==> src/rtl/mux2_arbiter_pkg.sv <==
// Shared definitions for the two-requester mux arbiter: state encodings and
// default sizing.
package mux2_arb_defs;

    // Grant FSM encoding; 2'b11 is unused and falls back to idle.
    typedef enum logic [1:0] {
        ST_IDLE = 2'b00,
        ST_G0   = 2'b01,
        ST_G1   = 2'b10
    } arb_state_t;

    localparam int DEF_WIDTH    = 8;
    localparam int DEF_MAX_HOLD = 4;

endpackage

==> src/rtl/mux_chip_2to1.sv <==
// One-bit 2:1 mux cell; the arbiter instantiates one per data bit.
module mux_chip_2to1 (
    output logic out,
    input  logic a,
    input  logic b,
    input  logic s
);

    assign out = s ? b : a;

endmodule

==> src/rtl/mux2_arbiter.sv <==
// Round-robin arbiter that owns the select of a shared WIDTH-bit 2:1 mux.
// A tenure is capped at MAX_HOLD cycles only while the other side is
// waiting; an uncontended owner keeps the datapath indefinitely.
module mux2_arbiter
    import mux2_arb_defs::*;
#(
    parameter int WIDTH    = DEF_WIDTH,
    parameter int MAX_HOLD = DEF_MAX_HOLD
) (
    input  logic             clk,
    input  logic             reset,
    input  logic             req0,
    input  logic             req1,
    input  logic [WIDTH-1:0] data0,
    input  logic [WIDTH-1:0] data1,
    output logic             grant0,
    output logic             grant1,
    output logic             sel,
    output logic [WIDTH-1:0] out,
    output logic             out_valid
);

    localparam int HOLD_W = $clog2(MAX_HOLD + 1);
    localparam logic [HOLD_W-1:0] HOLD_LAST = HOLD_W'(MAX_HOLD - 1);

    arb_state_t        state;
    arb_state_t        next_state;
    logic [HOLD_W-1:0] hold_cnt;
    logic              last;
    logic              at_limit;
    logic              entering;

    assign at_limit = (hold_cnt == HOLD_LAST);

    // Next-state decision: lone requests win outright, ties go to whoever
    // did not own the datapath last, and a contended owner is rotated out
    // once its counter reaches the limit.
    always_comb begin
        next_state = ST_IDLE;
        case (state)
            ST_IDLE: begin
                if (req0 && req1)
                    next_state = last ? ST_G0 : ST_G1;
                else if (req0)
                    next_state = ST_G0;
                else if (req1)
                    next_state = ST_G1;
                else
                    next_state = ST_IDLE;
            end
            ST_G0: begin
                if (!req0)
                    next_state = req1 ? ST_G1 : ST_IDLE;
                else if (req1 && at_limit)
                    next_state = ST_G1;
                else
                    next_state = ST_G0;
            end
            ST_G1: begin
                if (!req1)
                    next_state = req0 ? ST_G0 : ST_IDLE;
                else if (req0 && at_limit)
                    next_state = ST_G0;
                else
                    next_state = ST_G1;
            end
            default: next_state = ST_IDLE;
        endcase
    end

    // A fresh tenure starts whenever we move into a grant state from
    // anywhere else, including a direct G0<->G1 handover.
    assign entering = (next_state != state) &&
                      ((next_state == ST_G0) || (next_state == ST_G1));

    // State, registered grants/select, round-robin memory and hold counter.
    always_ff @(posedge clk or posedge reset) begin
        if (reset) begin
            state    <= ST_IDLE;
            grant0   <= 1'b0;
            grant1   <= 1'b0;
            sel      <= 1'b0;
            last     <= 1'b1;
            hold_cnt <= '0;
        end else begin
            state  <= next_state;
            grant0 <= (next_state == ST_G0);
            grant1 <= (next_state == ST_G1);
            sel    <= (next_state == ST_G1);
            if (entering) begin
                last     <= (next_state == ST_G1);
                hold_cnt <= '0;
            end else if (((state == ST_G0) || (state == ST_G1)) && !at_limit) begin
                // Saturate rather than wrap so a long uncontended tenure
                // still yields promptly once the other side asks.
                hold_cnt <= hold_cnt + 1'b1;
            end
        end
    end

    assign out_valid = grant0 | grant1;

    // Bit-sliced datapath, all slices steered by the registered select.
    for (genvar i = 0; i < WIDTH; i++) begin : g_mux
        mux_chip_2to1 u_mux (
            .out (out[i]),
            .a   (data0[i]),
            .b   (data1[i]),
            .s   (sel)
        );
    end

endmodule

==> config.mk <==
export PLATFORM = sky130hd
export DESIGN_NAME = mux2_arbiter
export DESIGN_NICKNAME = d
export VERILOG_FILES = /design/src/rtl/mux2_arbiter_pkg.sv /design/src/rtl/mux_chip_2to1.sv /design/src/rtl/mux2_arbiter.sv
export SDC_FILE = /design/constraint.sdc
export NUM_CORES = 1
export LEC_CHECK = 0
export CAP_MARGIN = 10
export CORE_MARGIN = 2
export CORE_UTILIZATION = 45
export CTS_BUF_LIST = sky130_fd_sc_hd__clkbuf_2 sky130_fd_sc_hd__clkbuf_4 sky130_fd_sc_hd__clkbuf_8
export DETAILED_ROUTE_END_ITERATION = 8
export DONT_BUFFER_PORTS = 1
export PLACE_DENSITY = 0.58
export RECOVER_POWER = 25
export SKIP_LAST_GASP = 1
export SYNTH_ARGS = -nofsm -noshare
export SYNTH_HDL_FRONTEND = slang
export SYNTH_HIERARCHICAL = 1
export SYNTH_SLANG_ARGS = --single-unit
==> constraint.sdc <==
create_clock -name clk -period 2.7 [get_ports clk]
set_clock_uncertainty 0.2 [all_clocks]
set_input_delay 0.27 -clock clk [delete_from_list [all_inputs] [get_ports clk]]
set_output_delay 0.27 -clock clk [all_outputs]
set_load 0.01 [all_outputs]
==> impl_metrics.toml <==
[synth]
synth_seq_area_share = 0.316
synth-edff-count = 0
yosysUniqueCellTypes = 20
ys_seq_elements = 8
synthTopCellsByArea = "dfrtp_1, mux2_4, ha_1"
postSynthNetCount = 83
syn_avg_cell_area_um2 = 11.6
synth_commonest_cells = "mux2_4, ha_1, inv_1, dfrtp_1, nor2_1"
yosysWarnings = 6
synth.most_common_cell = "mux2_4"
synthFlopType = "dfrtp_1"
synth.top_cell.area_share = 0.275
netlist_instances = 55
yosysTopAreaCell = "dfrtp_1"
syn_area_um2 = 638
ys_async_sr_fraction = 1.00

[routing]
top_layer = "met4"
wl_met1_um = 429
drc = 0
via_per_inst = 5.60
wire_per_inst_um = 17.2
first_pass_iters = 2
dr_wl_met2_um = 731
drt-total-wl_um = 1320
vias = 431
wl_met3_um = 137
drtIter0Drc = 1
ant_nets = 0

[timing]
slew-limit-headroom = 0.579
rsz0062_at_grt = "no"
fmax_ghz = 0.398
min_period_ns = 2.51
timing.final.hold_violations = 0
fin_crit_sh = 0.930
worst_slew_pin_slew_ns = 0.631
finalSetupViolations = 0
finalSetupTns_ns = 0
finalMaxSlewViolations = 0

[layout]
drive_gt1_frac = 0.371
synthToLayoutAreaGrowth_pct = 14.5
n_antenna_cell = 0
final.fill_count = 108
nets = 91

[outcome]
status = "complete, no violations"

[clocking]
clockBufferDepth = 2
tritoncts = "yes"
clk_latency_ns = 0.26
cts_root_buffer = "clkbuf_4"
h-tree-depth = 1
clk_pin_slew_ns = 0.06
cts_buffers = 3
numClockSinks = 8

[setup_path]
cp_max_fo = 3
crit_path_end_kind = "flop"
critPathLaunchType = "flop"
required_ns = 2.69
path_class = "reg2reg"
worstPathArrival_ns = 2.50
rr_startpoint = "hold_cnt[0]"
startpoint = "hold_cnt[0]"

[min_path]
hp-class = "in2reg"
worstHoldStart = "req0"

[power]
power.density_nw_per_um2 = 1250
p_switching_mw = 0.381
power_switching_share = 0.416
power_frac_comb = 0.605
ir_worst_vdd_uv = 554
pwr-share-seq = 0.274
p_total_mw = 0.916
clkPwrFrac = 0.121
power.leakage_nw = 0.360
internal_power_mw = 0.535

[placed_design]
dp_hpwl_um = 1100
port-buffer-count = 0
place_congestion = 0.803

[floorplan]
die_area_um2 = 1740
die_h_um = 41.7
rows = 13
core_um2 = 1320
ioPinCount = 32
start_util = 0.484
die_w_um = 41.7

[global_routing]
grt-ovfl-total = 0
grt_max_degree = 12
antenna_found_initial = 0
grt_pass1_vias = 443
gr-usage-all-layers = 0.159
grt_pass1_wl_um = 1950

[job]
drv_cap = 0
power groups by stage:
stage	logic (mW)	clock network, mW	registers, mW
detailed placement	0.523	0	0.255
global route	0.619	0.123	0.261
global placement	0.505	0	0.249
CTS	0.528	0.115	0.252
floorplan	0.432	0	0.235
finish	0.555	0.110	0.251
routing by layer:
metal,GRT usage,vias up
met5,0,-
met4,0.0581,0
met3,0.0826,5
met2,0.316,31
met1,0.127,195
li1,-,200
worst paths after layout:
| path | end | slack [ns] | cells after the start |
|---|---|---|---|
| min | state[0] | 0.05 | 2 |
| max in group asynchronous | last | 1.82 | 2 |
| min in group asynchronous | grant0 | 0.20 | 2 |
| min reg2reg | hold_cnt[1] | 0.35 | 2 |
| max | last | 0.19 | 8 |
| max reg2reg | last | 0.19 | 8 |
cells by family after synthesis:
kind of cell / synth area share
simple gates: 0.0706
mux: 0.259
xor+xnor: 0.0530
buf+inv: 0.0588
compound gates: 0.0863
flops: 0.316
fa+ha+maj: 0.157
flip-flops by register name, indices dropped and copies added, names as in the netlist:
name and flops:
sel 1, last 1, hold_cnt 3, grant0 1
state 2
what timing repair did:
item	4_1_cts	5_1_grt
gates resized for setup	0	3
setup buffers	0	1
setup endpoints to repair	0	4
hold buffers	1	1
endpoints found under the hold margin	8	1
worst max-delay path, stage by stage, from the launching register on:
cell	delay (ns)
dfrtp_1	0.40
ha_1	0.20
ha_1	0.23
mux2i_1	0.15
a2111oi_2	0.35
a31oi_2	0.11
ha_1	0.33
a21oi_2	0.16
mux2_4	0.31
per-stage QoR:
| step | hold slack (ns) | instances | area (um2) | utilization | setup slack, ns |
|---|---|---|---|---|---|
| 2_1_floorplan | -0.115 | 55 | 638 | - | 0.175 |
| 3_3_place_gp | -0.0784 | 70 | 657 | 0.499 | 0.0901 |
| 3_5_place_dp | -0.0686 | 70 | 657 | 0.499 | 0.0677 |
| 4_1_cts | 0.0495 | 75 | 697 | 0.529 | 0.0466 |
| 5_1_grt | 0.0507 | 77 | 731 | 0.555 | 0.0353 |
| 6_report | 0.0463 | 77 | 731 | 0.555 | 0.189 |
layout make-up:
class | count | area, um2 | area share
flip-flops and latches | 8 | 201 | 0.276
well taps | 15 | 18.8 | 0.0257
clock buffers | 4 | 30.0 | 0.0411
repair buffers | 4 | 35.0 | 0.0479
multi-input cells | 38 | 415 | 0.568
inverters | 8 | 30.0 | 0.0411
cell usage in the layout, fill, tap and decap left out:
cell | synthesis | final
mux2i_1 | 3 | 3
or2_2 | 1 | 1
a31oi_2 | 1 | 2
nand2b_1 | 1 | 1
clkbuf_4 | 0 | 4
a211oi_1 | 1 | 1
mux2_4 | 9 | 9
dfstp_2 | 1 | 1
and2b_1 | 1 | 1
a2111oi_2 | 0 | 2
dfrtp_1 | 7 | 7
xnor2_1 | 2 | 2
inv_1 | 8 | 8
ha_1 | 8 | 8
nor2b_1 | 1 | 1
buf_4 | 1 | 2
nand2_1 | 1 | 1
nor2_1 | 4 | 4
a21oi_2 | 1 | 1
xnor2_2 | 1 | 1
dlygate4sd3_1 | 0 | 2
(Power assumes the default switching activity.)
